===== config.mk =====
export PLATFORM = sky130hd
export DESIGN_NAME = alu_trace_packer
export DESIGN_NICKNAME = d
export VERILOG_FILES = /design/src/rtl/alu_trace_packer.sv
export SDC_FILE = /design/constraint.sdc
export NUM_CORES = 1
export LEC_CHECK = 0
export BUFFER_PORTS_ARGS = -buffer_cell sky130_fd_sc_hd__buf_2
export CORE_UTILIZATION = 35
export DETAILED_ROUTE_END_ITERATION = 7
export GPL_ROUTABILITY_DRIVEN = 0
export GPL_TIMING_DRIVEN = 0
export REMOVE_ABC_BUFFERS = 1
export SLEW_MARGIN = 20
export SYNTH_ARGS = -nofsm -noshare
export SYNTH_HDL_FRONTEND = slang
export SYNTH_SLANG_ARGS = --single-unit

===== constraint.sdc =====
create_clock -name clk -period 13.8 [get_ports clk]
set_clock_uncertainty 0.2 [all_clocks]
set_input_delay 2.76 -clock clk [delete_from_list [all_inputs] [get_ports clk]]
set_output_delay 2.76 -clock clk [all_outputs]
set_load 0.01 [all_outputs]

===== src/rtl/alu_trace_packer.sv =====
// alu_trace_packer: captures ALU transactions into a record FIFO and streams each record as four 32-bit words.
module alu_trace_packer #(
  parameter int WIDTH = 32,
  parameter int DEPTH = 8
) (
  input  logic                     clk,
  input  logic                     rst,
  input  logic                     trace_en,
  input  logic                     cap_valid,
  input  logic [WIDTH-1:0]         cap_src_a,
  input  logic [WIDTH-1:0]         cap_src_b,
  input  logic [3:0]               cap_alu_control,
  input  logic                     cap_is_branch,
  input  logic [2:0]               cap_branch_op,
  input  logic [WIDTH-1:0]         cap_alu_result,
  input  logic                     cap_branch_true,
  input  logic                     out_ready,
  output logic                     out_valid,
  output logic [31:0]              out_data,
  output logic                     out_last,
  output logic [$clog2(DEPTH):0]   fifo_level,
  output logic [15:0]              drop_count
);
  localparam int AW = $clog2(DEPTH);
  typedef enum logic {IDLE, SEND} state_e;
  state_e state_q, state_d;
  logic [1:0] idx_q, idx_d;
  logic [AW-1:0] rd_q, rd_d, wr_q, wr_d;
  logic [AW:0] cnt_q, cnt_d;
  logic [15:0] drop_q, drop_d;
  logic [7:0] seq_q, seq_d;
  logic [31:0] hdr_mem [DEPTH];
  logic [WIDTH-1:0] a_mem [DEPTH];
  logic [WIDTH-1:0] b_mem [DEPTH];
  logic [WIDTH-1:0] r_mem [DEPTH];
  logic cap, full, xfer, pop, push;
  logic [31:0] word;
  always_comb begin
    cap = cap_valid & trace_en;
    out_valid = state_q == SEND;
    xfer = out_valid & out_ready;
    pop = xfer & (idx_q == 2'd3);
    full = cnt_q == (AW+1)'(DEPTH);
    // a full FIFO being popped this cycle still has room for the capture
    push = cap & (~full | pop);
    seq_d = cap ? seq_q + 8'd1 : seq_q;
    drop_d = (cap & full & ~pop & (drop_q != 16'hFFFF)) ? drop_q + 16'd1 : drop_q;
    cnt_d = cnt_q + (AW+1)'(push) - (AW+1)'(pop);
    rd_d = pop ? rd_q + AW'(1) : rd_q;
    wr_d = push ? wr_q + AW'(1) : wr_q;
    idx_d = xfer ? idx_q + 2'd1 : idx_q;
    // entering SEND on the push edge gives word0 in the very next cycle
    state_d = (cnt_d != '0) ? SEND : IDLE;
    word = idx_q == 2'd0 ? hdr_mem[rd_q] :
           idx_q == 2'd1 ? a_mem[rd_q] :
           idx_q == 2'd2 ? b_mem[rd_q] : r_mem[rd_q];
    out_data = out_valid ? word : 32'd0;
    out_last = out_valid & (idx_q == 2'd3);
    fifo_level = cnt_q;
    drop_count = drop_q;
  end
  always_ff @(posedge clk) begin
    if (rst) begin
      state_q <= IDLE;
      idx_q <= '0;
      rd_q <= '0;
      wr_q <= '0;
      cnt_q <= '0;
      drop_q <= '0;
      seq_q <= '0;
    end else begin
      state_q <= state_d;
      idx_q <= idx_d;
      rd_q <= rd_d;
      wr_q <= wr_d;
      cnt_q <= cnt_d;
      drop_q <= drop_d;
      seq_q <= seq_d;
    end
  end
  always_ff @(posedge clk) begin
    if (push) begin
      hdr_mem[wr_q] <= {8'hA5, cap_alu_control, cap_is_branch, cap_branch_op, cap_branch_true, 7'd0, seq_q};
      a_mem[wr_q] <= cap_src_a;
      b_mem[wr_q] <= cap_src_b;
      r_mem[wr_q] <= cap_alu_result;
    end
  end
endmodule


==> metrics.csv <==
stage,metric,value,unit
outcome,status,finished clean,
placed_design,dp_slack,7.73,ns
logic_synthesis,yosys.area.top_type,edfxtp_1,
timing,worst_slew_pin_slew,0.844,ns
drt,dr.first_iter.drc_count,1367,
logic_synthesis,synth_compound_area_share,3.04,%
logic_synthesis,ys_top_cells_by_count,"904 x edfxtp_1, 162 x mux4_2, 148 x mux2i_1, 102 x nand2_1, 48 x buf_2",
worst_setup_path,timing.rr.start,out_valid,
final_layout,final_nets,2252,
floorplanning,row_count,118,
logic_synthesis,ys_seq_elements,944,
placed_design,io_buffers,163,
floorplanning,die-height,325,um
logic_synthesis,ys_seq_area_share,76.5,%
drt,wirelength,84.2,mm
floorplanning,die_width,325,um
timing,hold_viol,0,
logic_synthesis,synth_xor_area_share,0.528,%
worst_setup_path,cp.required,10.84,ns
worst_setup_path,crit_arrival,3.78,ns
worst_setup_path,r2r.worst_path.cells,10,
worst_setup_path,cp_max_fo,36,
placed_design,hpwl,55.6,mm
timing,setup_viol,0,
drt,via_per_inst,5.09,
drt,wl_per_cell,23.4,um
logic_synthesis,synth_fa_ha_area_share,0.500,%
min_path,hold_end,drop_count[14],
cts,cts_hold_buffers,0,
grt,grt_start_max_net_pins,44,
logic_synthesis,ys_types,51,
logic_synthesis,syn_area_per_cell,20.1,um^2
timing,post-route-min-period,6.74,ns
min_path,hold_path_depth,2,
power,p_per_area,143,nW/um^2
timing,setup_ws,7.06,ns
cts,cts-root-buf,clkbuf_16,
cts,cts_setup_buffers,0,
final_layout,area.growth.synth_to_final,19.8,%
floorplanning,io_pins,164,
min_path,min_from,drop_count[14],
grt,grt_usage,15.9,%
grt,grt_first_pass_wirelength,126,mm
final_layout,drive_gt1_share,30.8,%
grt,grt_overflow,0,
worst_setup_path,rr_endpoint,a_mem[3][12],
timing,finalSetupTns,0,ns
drt,firstDrtPassIters,4,
logic_synthesis,synth_top_family_by_area,multiplexers,
floorplanning,fp.coreArea,103000,um^2
timing,max_freq,0.148,GHz
power,p_leak,13.7,nW
cts,cts_max_path_buffers,3,
cts,clock-sinks,944,
logic_synthesis,synth_warnings,0,
cts,ctsResizeCount,0,
logic_synthesis,synth_cells,1820,
grt,antenna_found_initial,21,
worst_setup_path,regToRegSetupSlack,10.02,ns
job,maxCapViolCount,0,
timing,drv_slew,0,
worst_setup_path,path_class,register to output port,
drt,vias,18300,
drt,drcViolationCount,0,
logic_synthesis,synth_edf_count,904,
logic_synthesis,synth_area_leaders,"edfxtp_1 74%, mux4_2 10%, mux2i_1 4.1%",
cts,insertion_delay,0.67,ns
worst_setup_path,setup.worst_path.start_class,register,
power,ir_drop,0.0978,mV
timing,rsz0062_at_grt,no,
cts,cts_tree,built,
timing,hold_slack,0.305,ns
cts,cts_buffers,95,
worst_setup_path,end_kind,output port,
logic_synthesis,synth_top_area_share,74.3,%
timing,max_slew_margin,43.6,%
min_path,hold_path_class,register to register,
logic_synthesis,synthSimpleGateAreaFrac,2.73,%
cts,clk_pin_slew,0.06,ns
timing,post-route-period-util,48.8,%
floorplanning,die_area,106000,um^2
floorplanning,start_util,35.3,%
drt,ant_nets,0,
grt,grt_pass1_vias,19500,
logic_synthesis,ys_async_sr_fraction,0,%
logic_synthesis,synthFlopType,edfxtp_1,
logic_synthesis,yosysMostFrequentCell,edfxtp_1,
cts,htreeDepth,3,
logic_synthesis,synthMuxAreaShare,15.2,%
logic_synthesis,syn_area,36500,um^2
[worst max-delay path by stage]
stage,cells after the start,end,startpoint,slack [ns]
CTS,7,out_data[3],register,6.99
finish,7,out_data[3],register,7.06
floorplan,4,a_mem[0][0],cap_valid,-1.23
global route,7,out_data[3],register,6.94
global placement,5,b_mem[0][12],cap_valid,-14.64
detailed placement,7,out_data[3],register,7.73
[critical path, cell delays in order, from the launching register on]
cell       delay [ns]
dfxtp_4          0.80
buf_16           0.32
or3b_2           0.82
o22ai_1          0.29
a211oi_1         0.08
o21ai_1          0.19
o2bb2ai_1        0.32
buf_2            0.23
[registers in the layout (all words and copies together), names as in the netlist, named ones only]
register,cells
rd_q,3
drop_count,16
out_valid,1
b_mem,256
wr_q,3
idx_q,2
hdr_mem,136
a_mem,256
fifo_level,4
seq_q,8
r_mem,256
[area by class of cell]
type	instances	area, um^2
diodes	8	20.0
clock buffers	117	2480
clock inverters	61	697
fillers	8875	59800
inverters	10	37.5
multi-input cells	767	8160
flip-flops and latches	944	28000
well taps	1380	1730
repair buffers	310	2660
[placed cells by master (no fill, tap or decap), drive strengths merged, types with 17 or more instances in the layout]
cell type	synthesis	routed
o21ai	26	26
a22oi	19	19
mux2i	148	148
edfxtp	904	904
clkinv	0	43
dfxtp	40	40
a211oi	18	18
nor2	36	36
buf	67	310
mux2	39	39
nand2	102	102
o22ai	37	37
a21oi	30	30
clkbuf	32	117
o2bb2ai	17	17
mux4	162	162
[logic make-up after synthesis]
group,count (synthesis)
fa+ha+maj,14
flops,944
buf+inv,109
compound gates,170
xor+xnor,22
mux,349
simple gates,212
[through the flow]
| step | total power [mW] | util (%) | std cells | cell area [um^2] |
|---|---|---|---|---|
| 4_1_cts | 6.33 | 42.2 | 3589 | 43700 |
| 5_1_grt | 6.46 | 42.3 | 3593 | 43700 |
| 3_5_place_dp | 3.73 | 39.2 | 3411 | 40500 |
| 6_report | 6.26 | 42.3 | 3597 | 43700 |
| 2_1_floorplan | 3.50 | - | 1721 | 36000 |
| 3_3_place_gp | 3.73 | 37.3 | 3264 | 38600 |
[where the power goes]
part	total [mW]	leakage, nW	switching (mW)	internal, mW
Clock	2.59	1.54	1.08	1.51
Sequential	3.23	8.51	0.0245	3.21
Combinational	0.436	3.64	0.279	0.157
[routing by layer]
layer / global-route usage, % / wire length (um) / up-vias
li1: - / - / 8101
met3: 2.89 / 4410 / 143
met4: 4.14 / 1550 / 18
met1: 21.6 / 36700 / 9624
met5: 0 / 106 / -
met2: 26.4 / 41400 / 422
No activity file was read; power rests on OpenSTA's default activity.
